<file path="src/rtl/clock_period_meter.sv">
// Measures the period and high time of an asynchronous clock-like input in
// inclk cycles, with a stale-input timeout and a running measurement count.
`timescale 1ns/1ps
module clock_period_meter #(
  parameter int unsigned TIMEOUT = 50_000_000
) (
  input  logic        inclk,
  input  logic        reset_n,
  input  logic        sig_in,
  output logic [31:0] period,
  output logic [31:0] high_time,
  output logic        valid,
  output logic        timeout,
  output logic [15:0] meas_count
);

  typedef enum logic [1:0] {ARM, MEASURE, STALE} state_t;

  localparam logic [31:0] TIMEOUT_CNT = 32'(TIMEOUT);
  localparam logic [31:0] CNT_MAX     = '1;

  logic       sync_meta;
  logic       sync;
  logic       prev;
  logic [1:0] fill;
  logic       seen_low;
  logic       rise;

  state_t      state;
  logic [31:0] cnt;
  logic [31:0] hcnt;

  // fill marks when sync carries a genuinely sampled value rather than its
  // reset zero, so an input held high through reset is never taken as a rise.
  always_ff @(posedge inclk or negedge reset_n) begin
    if (!reset_n) begin
      sync_meta <= 1'b0;
      sync      <= 1'b0;
      prev      <= 1'b0;
      fill      <= 2'b00;
      seen_low  <= 1'b0;
    end else begin
      // NOTE: non-blocking assignments let every flop sample the pre-edge value,
      // which is what makes this a shift chain rather than a single wire.
      sync_meta <= sig_in;
      sync      <= sync_meta;
      prev      <= sync;
      fill      <= {fill[0], 1'b1};
      if (fill[1] && !sync) seen_low <= 1'b1;
    end
  end

  assign rise = sync & ~prev & seen_low;

  always_ff @(posedge inclk or negedge reset_n) begin
    if (!reset_n) begin
      state      <= ARM;
      cnt        <= '0;
      hcnt       <= '0;
      period     <= '0;
      high_time  <= '0;
      meas_count <= '0;
      valid      <= 1'b0;
      timeout    <= 1'b0;
    end else begin
      valid <= 1'b0;

      if (rise)                cnt <= 32'd1;
      else if (cnt != CNT_MAX) cnt <= cnt + 32'd1;

      if (rise)                          hcnt <= 32'd1;
      else if (sync && hcnt != CNT_MAX)  hcnt <= hcnt + 32'd1;

      // A rise only produces a result when a measurement was already running;
      // a rise coinciding with the timeout count wins over going stale.
      case (state)
        ARM: begin
          if (rise) state <= MEASURE;
        end
        MEASURE: begin
          if (rise) begin
            period     <= cnt;
            high_time  <= hcnt;
            meas_count <= meas_count + 16'd1;
            valid      <= 1'b1;
          end else if (cnt == TIMEOUT_CNT) begin
            state   <= STALE;
            timeout <= 1'b1;
          end
        end
        STALE: begin
          if (rise) begin
            state   <= MEASURE;
            timeout <= 1'b0;
          end
        end
        default: state <= ARM;
      endcase
    end
  end

endmodule

</file>
<file path="config.mk">
export PLATFORM = sky130hd
export DESIGN_NAME = clock_period_meter
export DESIGN_NICKNAME = d
export VERILOG_FILES = /design/src/rtl/clock_period_meter.sv
export SDC_FILE = /design/constraint.sdc
export NUM_CORES = 1
export LEC_CHECK = 0
export ABC_AREA = 1
export BUFFER_PORTS_ARGS = -buffer_cell sky130_fd_sc_hd__clkbuf_2
export CAP_MARGIN = 20
export CORE_AREA = 2 2 135 137
export DETAILED_ROUTE_END_ITERATION = 10
export DIE_AREA = 0 0 137 139
export MAX_ROUTING_LAYER = met4
export PLACE_DENSITY = 0.65
export SYNTH_ARGS = -nofsm -noshare
export SYNTH_HDL_FRONTEND = slang
export SYNTH_SLANG_ARGS = --single-unit
</file>
<file path="constraint.sdc">
create_clock -name inclk -period 1.6 [get_ports inclk]
set_input_delay 0.08 -clock inclk [delete_from_list [all_inputs] [get_ports inclk]]
set_output_delay 0.08 -clock inclk [all_outputs]
set_load 0.02 [all_outputs]
</file>
==> impl_metrics.py <==
metrics = {
    "die": {
        "core_mm2": 0.01766,
        "std_cell_rows": 49,
        "die_h_um": 139,
        "die_w_um": 137,
        "start_util_pct": 44.05,
        "io-pin-count": 85,
        "dieArea_mm2": 0.01904,
    },
    "synthesis": {
        "synth_top_family_by_area": "simple AND/OR/NAND/NOR gates",
        "yosys-top-cells-count": "374 x nand2_1, 154 x dfrtp_1, 104 x nor2_1",
        "async_flop_share_pct": 100.0,
        "synth_seq_cells": 154,
        "synthCells": 1027,
        "synth_top_area_share_pct": 49.54,
        "yosysMostFrequentCell": "nand2_1",
        "ys_seq_area_share_pct": 49.54,
        "syn_nets": 1034,
        "synth-compound-area-share_pct": 6.466,
        "yosys.area.top_type": "dfrtp_1",
        "yosys.area_share.simple_pct": 33.99,
        "synthMuxAreaShare_pct": 0,
        "synth_area_per_cell_um2": 7.574,
        "synthAdderAreaFrac_pct": 0.6434,
        "synthTopCellsByArea": "dfrtp_1 50%, nand2_1 18%, nor2_1 5.0%",
        "netlist_area_mm2": 0.007779,
        "synth_edf_count": 0,
        "synth-warning-count": 0,
        "synthFlopType": "dfrtp_1",
        "synth.distinct_cells": 34,
        "synthXorXnorAreaFrac_pct": 2.815,
    },
    "flow_run": {
        "maxCapViolations": 0,
    },
    "timing": {
        "fmax_ghz": 0.5641,
        "worst_slack_ns": -0.1728,
        "fin_crit_sh_pct": 110.8,
        "slew_violations": 0,
        "fin_crit_ns": 1.773,
        "setup_viol": 33,
        "fin_setup_tns_ns": -3.412,
        "hold_viol": 0,
        "rsz0062_at_grt": "yes",
        "fin_skew_ns": 0.009157,
    },
    "clocking": {
        "clock_latency_ns": 0.44,
        "cts.sinks": 154,
        "clk_pin_slew_worst_paths_ns": 0.06,
        "cts_max_level": 4,
        "cts-root-buf": "clkbuf_16",
        "clockBufferDepth": 2,
        "cts_tree": "done",
        "cts_buffers": 17,
    },
    "global_route": {
        "grt_usage_pct": 25.06,
        "gr-usage-met1_pct": 35.99,
        "grt_max_degree": 49,
        "top_usage_layer": "met2",
        "overflow": 0,
        "grt_pass1_wl_mm": 36.27,
        "antenna_found_initial": 0,
        "grt_use_met2_pct": 36.29,
        "grt_pass1_vias": 7131,
        "use_met3_pct": 4.057,
    },
    "route": {
        "drt_wl_total_mm": 24.16,
        "first_pass_iters": 5,
        "ant_nets": 0,
        "drc_errors": 0,
        "vias": 7730,
        "drt_iter0_drc": 723,
        "via_per_inst": 5.123,
        "wl_per_cell_um": 16.01,
    },
    "setup_path": {
        "cp_num_buf_inv": 2,
        "required_ns": 1.97,
        "crit_slowest_cell": "dfrtp_1",
        "slowest_delay_ns": 0.36,
        "path_max_fanout": 6,
        "start_kind": "flip-flop",
        "crit_arrival_ns": 2.15,
        "r2r-start": "hcnt[1]",
        "crit_type": "flip-flop to flip-flop",
        "cp.depth": 11,
        "crit_chain": "ha_2 -> nand2_2 -> nor2_4 -> buf_6 -> nand2_8 -> nor2_8 -> a21oi_4 -> buf_12 -> nor2_4 -> nand2_1 -> nand2_1",
        "crit_family": "simple AND/OR/NAND/NOR gates",
        "r2r.worst_path.cells": 11,
        "reg2reg_slack_ns": -0.17,
        "cp-end-kind": "flip-flop",
        "reg2reg_to": "hcnt[13]",
    },
    "final_layout": {
        "post-route-util_pct": 62.28,
        "antenna_cells": 0,
        "area_growth_pct": 41.37,
        "nets": 1274,
        "final_cells": 1509,
        "layout-drive-gt1-share_pct": 31.25,
    },
    "placement": {
        "io_buffers": 84,
        "gp_congestion": 0.9725,
        "dp_hpwl_mm": 16.27,
        "placed_cells": 1445,
    },
    "outcome": {
        "failed_checks": "negative setup slack",
        "outcome": "complete, but fails checks",
    },
    "pwr": {
        "ir_drop_uv": 798.5,
        "powerDensity_mw_per_mm2": 935.4,
        "p_leak_nw": 5.385,
    },
    "min_path": {
        "worstHoldPathType": "input pin to asynchronous set/reset pin",
    },
}
## how the worst max path moves through the flow
stage,startpoint,to
floorplan,hcnt[0],hcnt[26]
global placement,hcnt[0],hcnt[23]
detailed placement,hcnt[0],hcnt[27]
CTS,hcnt[1],hcnt[13]
global route,hcnt[1],hcnt[2]
finish,hcnt[1],hcnt[13]
## cell type report
type                    count  area [um^2]
fillers                  1531         6660
multi-input cells         750         3901
flip-flops and latches    154         3856
repair buffers            246         1931
clock buffers              20        456.7
inverters                  98        370.4
well taps                 229        286.5
clock inverters            12        195.2
## metrics by stage
| stage | power (mW) | hold slack, ns | instance area (um^2) | setup slack (ns) |
|---|---|---|---|---|
| final | 10.29 | 0.1236 | 11000 | -0.1728 |
| after global routing | 10.66 | 0.1655 | 11000 | -0.2179 |
| after floorplan | 4.951 | -0.2156 | 7787 | 0.02750 |
| after detailed placement | 5.604 | 0.02680 | 9434 | -0.4709 |
| after global placement | 5.590 | 0.02244 | 9434 | -0.4293 |
| after CTS | 10.16 | 0.1399 | 10320 | -0.1289 |
## registers in the layout, summed over array words and instances, names as in the netlist, 2 cells and up
register / flops
cnt: 32
hcnt: 32
high_time: 32
period: 32
meas_count: 16
fill: 2
state: 2
## timing repair
item                                    in CTS  in global routing
hold buffers                                 2                  0
resized for setup                           33                123
buffers inserted                             9                 13
cloned                                       2                  6
pin swaps                                   25                 39
endpoints found under the hold margin      155                  0
endpoints found under the setup margin     113                135
## kinds of logic after synthesis
group                    Yosys count
AND/OR/NAND/NOR                  623
flip-flops                       154
buffers and inverters            126
AO/OA/AOI/OAI                     94
XOR/XNOR                          25
adder cells (fa/ha/maj)            4
other                              1
## report_power, final
part / total (mW) / leakage, nW / switching [mW] / internal [mW]
Clock: 4.50 / 0.308 / 1.66 / 2.84
Combinational: 1.52 / 2.98 / 0.911 / 0.608
Sequential: 4.27 / 2.10 / 0.176 / 4.09
Total: 10.3 / 5.38 / 2.75 / 7.54
## worst register-to-register path, delay by kind of cell, from the launching register on
kind	cells	cell delay [ns]
buffers and inverters	2	0.29
adders and majority gates	1	0.19
AOI/OAI and AO/OA	1	0.11
and+or+nand+nor	7	0.76
DFF	1	0.36
## cell usage in the layout, fill, tap and decap left out, types with 5 or more instances in the layout
cell,count
nand3_1,61
bufinv_16,5
nand2_1,324
dfrtp_1,152
nand4_1,24
xor2_1,23
nand2_4,9
nand3b_1,5
nor2_4,14
inv_2,5
nor3_1,15
nand3_2,9
buf_12,7
nand2_2,45
buf_4,131
buf_6,13
clkbuf_2,83
o21ai_1,10
nor2_2,15
inv_1,92
nor2_1,87
o21ai_0,70
clkbuf_16,22
nor3_2,7
## metal layers
metal / part of all wire, % / vias to the layer above / routed length (um)
met5: 0 / - / 0
met1: 47 / 3683 / 11290
met3: 6.0 / 38 / 1441
li1: - / 3746 / -
met4: 1.9 / 0 / 469
met2: 45 / 263 / 10950
(Power assumes the default switching activity.)
